`src/rtl/id_issue_ctrl_if.sv`:
```
// Issue-stage bus: fetch handshake, EX handshake with decoded fields,
// writeback notification, flush and status outputs.
// The slave modport is the issue controller; the master modport is its environment.
interface id_issue_ctrl_if #(
    parameter int STALL_W = 8
);
    logic               in_valid;
    logic               in_ready;
    logic [15:0]        instr;
    logic               out_valid;
    logic               out_ready;
    logic [3:0]         out_opcode;
    logic [1:0]         out_rs1;
    logic [1:0]         out_rs2;
    logic [1:0]         out_rd;
    logic               wb_valid;
    logic [1:0]         wb_rd;
    logic               flush;
    logic               halted;
    logic [STALL_W-1:0] stall_cnt;

    modport master (
        output in_valid, instr, out_ready, wb_valid, wb_rd, flush,
        input  in_ready, out_valid, out_opcode, out_rs1, out_rs2, out_rd,
               halted, stall_cnt
    );

    modport slave (
        input  in_valid, instr, out_ready, wb_valid, wb_rd, flush,
        output in_ready, out_valid, out_opcode, out_rs1, out_rs2, out_rd,
               halted, stall_cnt
    );
endinterface

```
`src/rtl/id_issue_ctrl.sv`:
```
// Decode/issue controller: one-entry instruction buffer, 4-bit register
// scoreboard for RAW/WAW hazard stalls, HALT latch and saturating stall counter.
module id_issue_ctrl #(
    parameter int STALL_W = 8
) (
    input  logic               clk,
    input  logic               rst,
    id_issue_ctrl_if.slave     bus
);
    localparam logic [1:0] ST_EMPTY  = 2'd0;
    localparam logic [1:0] ST_HOLD   = 2'd1;
    localparam logic [1:0] ST_HALTED = 2'd2;

    logic [1:0]         r_state;
    logic [1:0]         w_state_nxt;
    logic [9:0]         r_instr;     // instr[15:6]; low bits carry no fields
    logic [3:0]         r_sb;
    logic [3:0]         w_sb_nxt;
    logic [STALL_W-1:0] r_stall_cnt;

    logic [3:0] w_opcode;
    logic [1:0] w_rs1;
    logic [1:0] w_rs2;
    logic [1:0] w_rd;
    logic       w_reads_rs1;
    logic       w_reads_rs2;
    logic       w_writes_rd;
    logic       w_buf_valid;
    logic       w_halted;
    logic       w_hazard;
    logic       w_out_valid;
    logic       w_issue;
    logic       w_in_ready;
    logic       w_accept;
    logic       w_unused_low;

    assign w_opcode     = r_instr[9:6];
    assign w_rs1        = r_instr[5:4];
    assign w_rs2        = r_instr[3:2];
    assign w_rd         = r_instr[1:0];
    assign w_unused_low = ^bus.instr[5:0];

    assign w_buf_valid = (r_state == ST_HOLD);
    assign w_halted    = (r_state == ST_HALTED);

    // Classify the held opcode into which registers it reads and whether it writes rd.
    always_comb begin
        // NOTE: every output gets a default first so no path leaves it unassigned (no latch).
        w_reads_rs1 = 1'b0;
        w_reads_rs2 = 1'b0;
        w_writes_rd = 1'b0;
        if (w_opcode >= 4'h1 && w_opcode <= 4'h7) begin
            w_reads_rs1 = 1'b1;
            w_reads_rs2 = 1'b1;
            w_writes_rd = 1'b1;
        end else if (w_opcode == 4'h8) begin
            w_reads_rs1 = 1'b1;
            w_writes_rd = 1'b1;
        end else if (w_opcode >= 4'h9 && w_opcode <= 4'hE) begin
            w_reads_rs1 = 1'b1;
            w_reads_rs2 = 1'b1;
        end
    end

    // Hazard looks only at the registered scoreboard: a writeback this cycle is not bypassed.
    assign w_hazard = w_buf_valid & ((w_reads_rs1 & r_sb[w_rs1]) |
                                     (w_reads_rs2 & r_sb[w_rs2]) |
                                     (w_writes_rd & r_sb[w_rd]));

    assign w_out_valid = ~rst & w_buf_valid & ~w_hazard & ~w_halted;
    assign w_issue     = w_out_valid & bus.out_ready;
    assign w_in_ready  = ~rst & ~w_halted & ~bus.flush & (~w_buf_valid | w_issue);
    assign w_accept    = bus.in_valid & w_in_ready;

    // Next buffer state; an issued HALT wins over a coincident flush or accept.
    always_comb begin
        w_state_nxt = r_state;
        case (r_state)
            ST_EMPTY: begin
                if (w_accept) w_state_nxt = ST_HOLD;
            end
            ST_HOLD: begin
                if (w_issue && w_opcode == 4'hF) w_state_nxt = ST_HALTED;
                else if (bus.flush)              w_state_nxt = ST_EMPTY;
                else if (w_accept)               w_state_nxt = ST_HOLD;
                else if (w_issue)                w_state_nxt = ST_EMPTY;
            end
            ST_HALTED: w_state_nxt = ST_HALTED;
            default:   w_state_nxt = ST_EMPTY;
        endcase
    end

    // Scoreboard update: clear on writeback, then set on issue so a same-bit set wins.
    always_comb begin
        w_sb_nxt = r_sb;
        if (bus.wb_valid)           w_sb_nxt[bus.wb_rd] = 1'b0;
        if (w_issue && w_writes_rd) w_sb_nxt[w_rd]      = 1'b1;
    end

    // Register state, buffer, scoreboard and stall counter.
    always_ff @(posedge clk) begin
        if (rst) begin
            // NOTE: the data buffer is reset too, because the out_* fields must read 0 after reset.
            r_state     <= ST_EMPTY;
            r_instr     <= '0;
            r_sb        <= '0;
            r_stall_cnt <= '0;
        end else begin
            // NOTE: non-blocking assignments so every register samples pre-edge values.
            r_state <= w_state_nxt;
            r_sb    <= w_sb_nxt;
            if (w_accept) r_instr <= bus.instr[15:6];
            if (w_hazard && r_stall_cnt != '1) r_stall_cnt <= r_stall_cnt + STALL_W'(1);
        end
    end

    assign bus.in_ready   = w_in_ready;
    assign bus.out_valid  = w_out_valid;
    assign bus.out_opcode = w_opcode;
    assign bus.out_rs1    = w_rs1;
    assign bus.out_rs2    = w_rs2;
    assign bus.out_rd     = w_rd;
    assign bus.halted     = w_halted & ~rst;
    assign bus.stall_cnt  = r_stall_cnt;
endmodule

```
`src/flat_wrapper.sv`:
```
// flat-port wrapper written by rule: the top's interface ports become plain ports
module id_issue_ctrl_flat 
#(
    parameter int STALL_W = 8
)
  (clk, rst, bus_in_valid, bus_instr, bus_out_ready, bus_wb_valid, bus_wb_rd, bus_flush, bus_in_ready, bus_out_valid, bus_out_opcode, bus_out_rs1, bus_out_rs2, bus_out_rd, bus_halted, bus_stall_cnt);
  id_issue_ctrl_if #(.STALL_W(STALL_W)) bus_i ();
  input  logic clk;
  input  logic rst;
  input wire logic [$bits(bus_i.in_valid)-1:0] bus_in_valid;
  input wire logic [$bits(bus_i.instr)-1:0] bus_instr;
  input wire logic [$bits(bus_i.out_ready)-1:0] bus_out_ready;
  input wire logic [$bits(bus_i.wb_valid)-1:0] bus_wb_valid;
  input wire logic [$bits(bus_i.wb_rd)-1:0] bus_wb_rd;
  input wire logic [$bits(bus_i.flush)-1:0] bus_flush;
  output wire logic [$bits(bus_i.in_ready)-1:0] bus_in_ready;
  output wire logic [$bits(bus_i.out_valid)-1:0] bus_out_valid;
  output wire logic [$bits(bus_i.out_opcode)-1:0] bus_out_opcode;
  output wire logic [$bits(bus_i.out_rs1)-1:0] bus_out_rs1;
  output wire logic [$bits(bus_i.out_rs2)-1:0] bus_out_rs2;
  output wire logic [$bits(bus_i.out_rd)-1:0] bus_out_rd;
  output wire logic [$bits(bus_i.halted)-1:0] bus_halted;
  output wire logic [$bits(bus_i.stall_cnt)-1:0] bus_stall_cnt;
  assign bus_i.in_valid = bus_in_valid;
  assign bus_i.instr = bus_instr;
  assign bus_i.out_ready = bus_out_ready;
  assign bus_i.wb_valid = bus_wb_valid;
  assign bus_i.wb_rd = bus_wb_rd;
  assign bus_i.flush = bus_flush;
  assign bus_in_ready = bus_i.in_ready;
  assign bus_out_valid = bus_i.out_valid;
  assign bus_out_opcode = bus_i.out_opcode;
  assign bus_out_rs1 = bus_i.out_rs1;
  assign bus_out_rs2 = bus_i.out_rs2;
  assign bus_out_rd = bus_i.out_rd;
  assign bus_halted = bus_i.halted;
  assign bus_stall_cnt = bus_i.stall_cnt;
  id_issue_ctrl #(.STALL_W(STALL_W)) u_core (.clk(clk), .rst(rst), .bus(bus_i));
endmodule
```
`config.mk`:
```
export PLATFORM = sky130hd
export DESIGN_NAME = id_issue_ctrl_flat
export DESIGN_NICKNAME = d
export VERILOG_FILES = /design/src/rtl/id_issue_ctrl_if.sv /design/src/rtl/id_issue_ctrl.sv /design/src/flat_wrapper.sv
export SDC_FILE = /design/constraint.sdc
export NUM_CORES = 1
export LEC_CHECK = 0
export ABC_AREA = 1
export CAP_MARGIN = 20
export CORE_MARGIN = 3
export CORE_UTILIZATION = 30
export CTS_BUF_LIST = sky130_fd_sc_hd__clkbuf_16
export DETAILED_ROUTE_END_ITERATION = 6
export MAX_ROUTING_LAYER = met4
export PLACE_DENSITY = 0.64
export SETUP_SLACK_MARGIN = 0.15
export SLEW_MARGIN = 0
export SYNTH_ARGS = -nofsm -noshare
export SYNTH_HDL_FRONTEND = slang
export SYNTH_SLANG_ARGS = --single-unit
```
`constraint.sdc`:
```
create_clock -name clk -period 1.78 [get_ports clk]
set_input_delay 0.445 -clock clk [delete_from_list [all_inputs] [get_ports clk]]
set_output_delay 0.445 -clock clk [all_outputs]
set_load 0.01 [all_outputs]
```
**After elaboration in Yosys (flattened, before gate mapping)**

Cells that the tools add are included.

- Register bits: 24
- Memory bits (read-only): 0
- RAM bits: 0
- Memories kept: 0
- Latch bits: 0
- Logic and storage cells: 80
- Bits of input ports: 24
- Output and inout bits: 21

- Equality and inequality tests: 7
- Reductions and logical operators: 9
- $mul: 0
- Magnitude comparators: 10
- Shift operators: 0
- Muxes and demuxes: 25
- Add/sub/neg operators: 1
- Bitwise operators: 24
- Div/mod/pow operators: 0

Operator list:

| cell | count |
|---|---|
| bitwise AND 1 bit | 13 |
| less-than comparator 2 x 3 -> 1 bit (second input constant) | 4 |
| 2-to-1 mux 1 bit | 12 |
| 2-to-1 mux 2 bit | 5 |
| adder 8 x 1 -> 8 bit (second input constant) | 1 |
| == test 4 bit (second input constant) | 2 |
| 2-to-1 mux 4 bit | 2 |
| inequality test 8 bit (second input constant) | 1 |
| logical AND 1 bit | 7 |
| binary-select mux 1 bit (select 2 bit) | 3 |
| one-hot mux 2 bit (3 select lines) | 1 |
| inequality test 5 bit (second input constant) | 1 |
| NOT 1 bit | 5 |
| bitwise AND 4 bit | 1 |
| demux 1 bit (select 2 bit) | 2 |
| >= comparator 2 x 1 -> 1 bit (second input constant) | 2 |
| >= comparator 4 x 1 -> 1 bit (second input constant) | 1 |
| >= comparator 4 bit (second input constant) | 1 |
| less-or-equal comparator 4 x 3 -> 1 bit (second input constant) | 1 |
| less-or-equal comparator 4 bit (second input constant) | 1 |
| NOT 4 bit | 1 |
| OR 4 bit | 1 |
| OR 1 bit | 3 |
| == test 2 x 1 -> 1 bit (second input constant) | 1 |
| other kinds (4) | 4 |

**Longest topological paths before layout**

Gate-level depths: netlist of run 1.

- Depth after elaboration: 20
- Mapped depth: 14
- Gate-level depth less buffers: 13

**Worst setup path after synthesis of run 1**

OpenSTA, ideal clock, no wires.

- Path type: register -> output
- From: reg u_core.r_instr[9]
- To: out bus_out_valid
- Slack: 0.104 ns
- Required time: 1.335 ns
- Arrival: 1.231 ns
- Cell stages (with the launch flop): 9
- Cell sequence: dfxtp_1 nand2_1 nor2_1 nor2_1 nand2_1 nand2_1 nor2_2 inv_1 nor3_1

- Word-level cells in the longest chain between the ends: 12

Ends and longest elaborated chain:

| item | line | text |
|---|---|---|
| start, declared | id_issue_ctrl.sv:16 | `logic [9:0] r_instr;` |
| start signal, assigned | id_issue_ctrl.sv:112 | `if (w_accept) r_instr <= bus.instr[15:6];` |
| >= comparator 4 bit / less-or-equal comparator 4 bit (equally long branches) | id_issue_ctrl.sv:59 | `end else if (w_opcode >= 4'h9 && w_opcode <= 4'hE) begin` |
| logical AND 1 bit | id_issue_ctrl.sv:59 |  |
| 2-to-1 mux 1 bit | id_issue_ctrl.sv:59 |  |
| 2-to-1 mux 1 bit | id_issue_ctrl.sv:56 | `end else if (w_opcode == 4'h8) begin` |
| 2-to-1 mux 1 bit | id_issue_ctrl.sv:52 | `if (w_opcode >= 4'h1 && w_opcode <= 4'h7) begin` |
| bitwise AND 1 bit, on equally long branches | id_issue_ctrl.sv:66, id_issue_ctrl.sv:67 |  |
| OR 1 bit | id_issue_ctrl.sv:66 | `assign w_hazard = w_buf_valid & ((w_reads_rs1 & r_sb[w_rs1]) \|` |
| OR 1 bit (*) | id_issue_ctrl.sv:67 | `(w_reads_rs2 & r_sb[w_rs2]) \|` |
| bitwise AND 1 bit (*) | id_issue_ctrl.sv:66 |  |
| NOT 1 bit (*) | id_issue_ctrl.sv:70 | `assign w_out_valid = ~rst & w_buf_valid & ~w_hazard & ~w_halted;` |
| bitwise AND 1 bit (*) (2 in series) | id_issue_ctrl.sv:70 |  |
| end, declared | flat_wrapper.sv:17 | `output wire logic [$bits(bus_i.out_valid)-1:0] bus_out_valid;` |

Mark *: on every way between the ends. The rest lies on a longest branch, timed or not.

**Final worst setup path of run 1**

- From: reg u_core.r_instr[6]
- To: out bus_in_ready

- Word-level cells in the longest chain between the ends: 15

Ends and longest elaborated chain:

| item | line | text |
|---|---|---|
| >= comparator 4 bit / less-or-equal comparator 4 bit (equally long branches) | id_issue_ctrl.sv:59 |  |
| logical AND 1 bit | id_issue_ctrl.sv:59 |  |
| 2-to-1 mux 1 bit | id_issue_ctrl.sv:59 |  |
| 2-to-1 mux 1 bit | id_issue_ctrl.sv:56 |  |
| 2-to-1 mux 1 bit | id_issue_ctrl.sv:52 |  |
| bitwise AND 1 bit, on equally long branches | id_issue_ctrl.sv:66, id_issue_ctrl.sv:67 |  |
| OR 1 bit | id_issue_ctrl.sv:66 |  |
| OR 1 bit (*) | id_issue_ctrl.sv:67 |  |
| bitwise AND 1 bit (*) | id_issue_ctrl.sv:66 |  |
| NOT 1 bit (*) | id_issue_ctrl.sv:70 |  |
| bitwise AND 1 bit (*) (2 in series) | id_issue_ctrl.sv:70 |  |
| bitwise AND 1 bit (*) | id_issue_ctrl.sv:71 | `assign w_issue = w_out_valid & bus.out_ready;` |
| OR 1 bit (*) | id_issue_ctrl.sv:72 | `assign w_in_ready = ~rst & ~w_halted & ~bus.flush & (~w_buf_valid \| w_issue);` |
| bitwise AND 1 bit (*) | id_issue_ctrl.sv:72 |  |
| end, declared | flat_wrapper.sv:16 | `output wire logic [$bits(bus_i.in_ready)-1:0] bus_in_ready;` |

Marks and branches as above.

==> impl_metrics.toml, run 1 <==
[outcome]
status = "finished, violations left"
violations = "setup timing"

[yosys]
ys_warn_count = 0
synth-seq-cells = 24
synth_cell_types = 23
syn_avg_cell_area_um2 = 6.59
netlist_area_mm2 = 0.00136
synth_fp_nets = 232
netlist_instances = 207
ys_seq_area_share_pct = 35.2

[power_and_ir_drop]
power_density_mw_per_mm2 = 537
ir_worst_vdd_mv = 0.336
power.total_mw = 1.26
p_leak_nw = 1.09

[worst_setup_path]
cp.arrival_ns = 1.58
path_max_fanout = 3
critPathCaptureType = "output port"
required_ns = 1.33
crit_path_start_kind = "flop"
critPathKind = "reg -> out"

[timing]
timing.fmax_ghz = 0.494
clock_skew_ns = 0.00334
tightest_slew_ns = 0.314
setup_viol = 13
setup_slack_ns = -0.243
drv_slew = 0
fin_tns_setup_ns = -2.49
timing.slew.headroom_pct = 78.9
fin_crit_ns = 2.02
final.period_utilization_pct = 114
final_hold_viol_count = 0
rsz0062_at_grt = "true"

[cts]
clk_pin_slew_ns = 0.06
cts.sinks = 24
clk_latency_ns = 0.26
numCtsBuffers = 3
cts_hold_buf = 0
tritoncts = "built"
clockRootBuffer = "clkbuf_16"
ctsHtreeMaxLevel = 1
clk_path_buf_depth = 2

[detailed_routing]
drt_iter0_drc = 33
ant_nets = 0
num_vias = 1520
wirelength_um = 3510
vias_per_cell = 4.51
drc = 0
dr.pass1.iters = 4
wl_per_cell_um = 10.4

[floorplan]
initial_core_util_pct = 32.5
dieArea_mm2 = 0.00539
die_w_um = 73.4
fp.dieH_um = 73.4
rows = 23
core_region_area_mm2 = 0.00420
io_pins = 45

[run]
maxCapViolations = 0

[layout]
area_delta_synth_final_pct = 72.8
register_area_um2 = 498
drive_gt1_share_pct = 39.0
layout.nets = 313
fill_cells = 408
multiInputGateArea_um2 = 852
antenna_cells = 0

[grt]
grt_max_degree = 18
grt_pass1_vias = 1464
grt_util_all_layers_pct = 14.6
grt_overflow = 0
grt_pass1_wl_um = 6110
antenna_found_initial = 0

[placement]
hpwl_um = 2610
gp_congestion = 0.787
port_buffers = 38
dpl_worst_slack_ns = -0.617

[hold_path]
hold_class = "reg -> reg"
## synth_stat cells
| library cell | count | share of area (%) |
|---|---|---|
| nand2_2 | 13 | 6.0 |
| buf_6 | 1 | 0.83 |
| dfxtp_1 | 24 | 35 |
| a21oi_2 | 10 | 6.4 |
| xnor2_1 | 2 | 1.3 |
| o31ai_1 | 1 | 0.55 |
| nor2_2 | 3 | 1.4 |
| a21oi_1 | 12 | 4.4 |
| nand4_1 | 2 | 0.92 |
| nand3_1 | 13 | 4.8 |
| nand2_1 | 59 | 16 |
| nand3_2 | 1 | 0.73 |
| xor2_1 | 1 | 0.64 |
| nor2_1 | 13 | 3.6 |
| ha_1 | 1 | 0.92 |
| clkbuf_1 | 2 | 0.55 |
| nor2_4 | 1 | 0.83 |
| inv_1 | 33 | 9.1 |
| o21ai_0 | 8 | 2.9 |
| nor3_1 | 4 | 1.5 |
| o21ai_1 | 1 | 0.37 |
| a31oi_1 | 1 | 0.46 |
| nor4_1 | 1 | 0.46 |
## power by group
part	internal, mW	switching, mW	leakage (nW)
combinational	0.121	0.0979	0.855
sequential	0.544	0.00870	0.199
clock	0.300	0.192	0.0385
total	0.965	0.299	1.09
## cell type report
| type | count | area share (%) |
|---|---|---|
| multi-input combinational | 147 | 36.2 |
| tap | 50 | 2.66 |
| timing repair buffer | 79 | 31.3 |
| inverter | 33 | 5.36 |
| clock inverter | 1 | 0.159 |
| clock buffer | 3 | 3.19 |
| sequential | 24 | 21.1 |
## routing by layer
metal	routed length, µm	global-route usage (%)
met1	1560	16.5
met2	1770	26.4
met3	140	2.87
met4	46	3.02
met5	0	-
## registers in the layout (all words and copies together), names as in the netlist
name,flops
u_core.r_state,2
u_core.r_sb,4
u_core.bus.stall_cnt,8
u_core.r_instr,10
## cells in the final DEF, fill, tap and decap left out, drive strengths merged, types with 9 or more instances in the layout
cell / Yosys / final
a21oi: 22 / 22
buf: 1 / 44
clkdlybuf4s50: 0 / 16
dfxtp: 24 / 24
dlygate4sd2: 0 / 15
inv: 33 / 33
nand2: 72 / 72
nand3: 14 / 14
nor2: 17 / 17
o21ai: 9 / 9
## kinds of logic after synthesis
| group | Yosys count | share of synthesized area [%] |
|---|---|---|
| and+or+nand+nor | 110 | 36.3 |
| buffers and inverters | 36 | 10.5 |
| AOI/OAI and AO/OA | 33 | 15.1 |
| DFF | 24 | 35.2 |
| xor gates and xnor gates | 3 | 1.93 |
| adders and majority gates | 1 | 0.917 |
## final timing paths
| path | start | to | slack (ns) | cells past startpoint |
|---|---|---|---|---|
| max | u_core.r_instr[6] | bus_in_ready | -0.24 | 12 |
| min | u_core.bus.stall_cnt[3] | u_core.bus.stall_cnt[3] | 0.50 | 2 |
| max reg2reg | u_core.r_instr[6] | u_core.r_instr[6] | -0.20 | 17 |
| min reg2reg | u_core.bus.stall_cnt[3] | u_core.bus.stall_cnt[3] | 0.50 | 2 |
## stage by stage
step	area (µm²)	hold slack [ns]	util, %	std cells
floorplan	1380	0.454	-	207
global route	2360	0.513	56.1	337
finish	2360	0.495	56.1	337
global placement	2050	0.455	48.8	324
detailed placement	2050	0.464	48.8	324
CTS	2280	0.491	54.4	336
## critical path, cell delays in order, from the launching register on
cell and delay [ns]:
dfxtp_4 0.36, nor2_4 0.12, nand2_2 0.08, nand2_1 0.07
nand2_1 0.05, nand2_1 0.07, nand2_2 0.07, nor2_4 0.12
nand3_2 0.09, nand2_2 0.08, nand2_2 0.06, inv_2 0.06
buf_6 0.09
## repair_timing
action                                  CTS  global route
hold endpoints to repair                  0             0
cloned                                    1             0
endpoints found under the setup margin   40            29
pin swaps                                 7            12
gates resized for setup                  57            25
buffers inserted                          7             1
Note: power is estimated with default switching activity, not from simulation.
==> run 2, diff against run 1 <==
Settings changed: CAP_MARGIN 20 to unset.
==> results of run 2 <==
Final layout, timing and power as in run 1 (identical DEF).
==> run 3, diff against run 2 <==
Settings changed: GPL_TIMING_DRIVEN set to 0, PLACE_DENSITY 0.64 to unset, PLACE_DENSITY_LB_ADDON set to 0.1.
==> run 3 against run 2 <==
The flow still finishes with violations (setup timing). Sequential cell count is the same. Die area is the same. Clock skew shrank 0.00092 ns. Hold slack lost 0.0094 ns. Clock-buffer cell count is the same. Final cell count shrank 8.9%. Register-to-register slack gained 0.13 ns. Sequential power is essentially flat.
==> impl_metrics.toml, run 3 (same netlist as run 1, synthesis figures left out) <==
[power_and_ir_drop]
ir_worst_vdd_mv = 0.321
p_leak_nw = 0.956
power.total_mw = 1.22
power_density_mw_per_mm2 = 590

[floorplan]
fp.dieH_um = 73.4
initial_core_util_pct = 32.5
io_pins = 45
die_w_um = 73.4
dieArea_mm2 = 0.00539
rows = 23
core_region_area_mm2 = 0.00420

[cts]
clk_latency_ns = 0.26
numCtsBuffers = 3
tritoncts = "built"
cts_hold_buf = 0
ctsHtreeMaxLevel = 1
cts.sinks = 24
clk_path_buf_depth = 2
clk_pin_slew_ns = 0.06
clockRootBuffer = "clkbuf_16"

[detailed_routing]
wl_per_cell_um = 11.0
drc = 0
num_vias = 1376
wirelength_um = 3370
dr.pass1.iters = 4
ant_nets = 0
drt_iter0_drc = 69
vias_per_cell = 4.48

[timing]
timing.fmax_ghz = 0.502
setup_slack_ns = -0.212
drv_slew = 0
tightest_slew_ns = 0.709
final.period_utilization_pct = 112
timing.slew.headroom_pct = 52.8
rsz0062_at_grt = "true"
clock_skew_ns = 0.00242
setup_viol = 12
fin_crit_ns = 1.99
fin_hold_ws_ns = 0.486
final_hold_viol_count = 0

[layout]
antenna_cells = 0
area_delta_synth_final_pct = 51.9
layout.nets = 283
layout_commonest_cell = "nand2_1"
multiInputGateArea_um2 = 822
final_cell_mix = "54 x nand2_1, 30 x inv_1, 18 x nand2_2"
register_area_um2 = 507
drive_gt1_share_pct = 30.0
final_area_mm2 = 0.00207
largest_register = "u_core.r_instr"
largest_reg_flops = 10
fin_util_pct = 49.3
fill_cells = 415

[grt]
grt_util_all_layers_pct = 13.4
grt_max_degree = 14
grt_pass1_wl_um = 5500
antenna_found_initial = 0
grt_pass1_vias = 1251
grt_overflow = 0

[outcome]
violations = "setup timing"
status = "finished, violations left"

[hold_path]
hold_class = "reg -> reg"

[placement]
hpwl_um = 2420
gp_congestion = 0.773
place_area_mm2 = 0.00182
port_buffers = 38

[worst_setup_path]
critPathKind = "reg -> out"
path_max_fanout = 3
required_ns = 1.33
critPathCaptureType = "output port"
cp.arrival_ns = 1.55
crit_path_start_kind = "flop"
r2r_slack_ns = -0.07

[run]
maxCapViolations = 0
==> run 3: changes by cell type in the layout (fill, tap and decap cells not counted), sizes merged <==
cell,previous run,this run
clkdlybuf4s15,1,0
dlygate4sd2,15,11
clkbuf,3,8
clkdlybuf4s50,16,17
buf,44,10
dlymetal6s2s,3,6
==> run 3: critical path: stages, from the launching register on <==
cell,delay (ns)
dfxtp_4,0.36
nor2_4,0.12
nand2_2,0.08
nand2_2,0.05
nand2_1,0.04
nand2_1,0.07
nand2_2,0.07
nor2_4,0.11
nand3_2,0.09
nand2_2,0.08
nand2_2,0.06
inv_2,0.06
buf_6,0.09
==> run 3: timing repair <==
item,4_1_cts,5_1_grt
setup endpoints to repair,36,33
buffers inserted,5,2
cloned,0,1
pin swaps,4,11
resized for setup,38,33
==> run 3: worst paths after layout <==
path | from | end | depth (start not counted)
setup reg to reg | u_core.r_instr[6] | u_core.r_instr[6] | 15
hold / removal | u_core.r_sb[2] | u_core.r_sb[2] | 2
hold reg to reg | u_core.r_sb[2] | u_core.r_sb[2] | 2
setup / recovery | u_core.r_instr[6] | bus_in_ready | 12
==> run 3: cell type report <==
type | instances | area share (%)
plain buffers | 3 | 1.57
clock buffers | 3 | 3.62
clock inverters | 1 | 0.181
inverters | 33 | 5.98
multi-input cells | 147 | 39.7
flip-flops and latches | 24 | 24.5
well taps | 50 | 3.02
repair buffers | 46 | 21.5
==> run 3: stage by stage <==
stage / cells / TNS (ns) / setup WS, ns
after global placement: 295 / -6.57 / -0.814
after detailed placement: 295 / -6.21 / -0.794
after CTS: 304 / -1.34 / -0.249
after floorplan: 207 / 0 / 0.157
after global routing: 307 / -2.63 / -0.323
final: 307 / -0.910 / -0.212
==> run 3: report_power, final <==
group | switching, mW | internal [mW] | total, mW
Combinational | 0.0837 | 0.0870 | 0.171
Sequential | 0.0106 | 0.542 | 0.553
Clock | 0.197 | 0.301 | 0.498
==> run 3: per-layer routing <==
metal	track usage [%]	routed length (µm)	up-vias	part of all wire, %
met1	16.7	1590	592	47
li1	-	-	751	-
met4	6.04	58	0	1.7
met3	3.15	176	5	5.2
met5	-	0	-	0
met2	20.5	1540	28	46
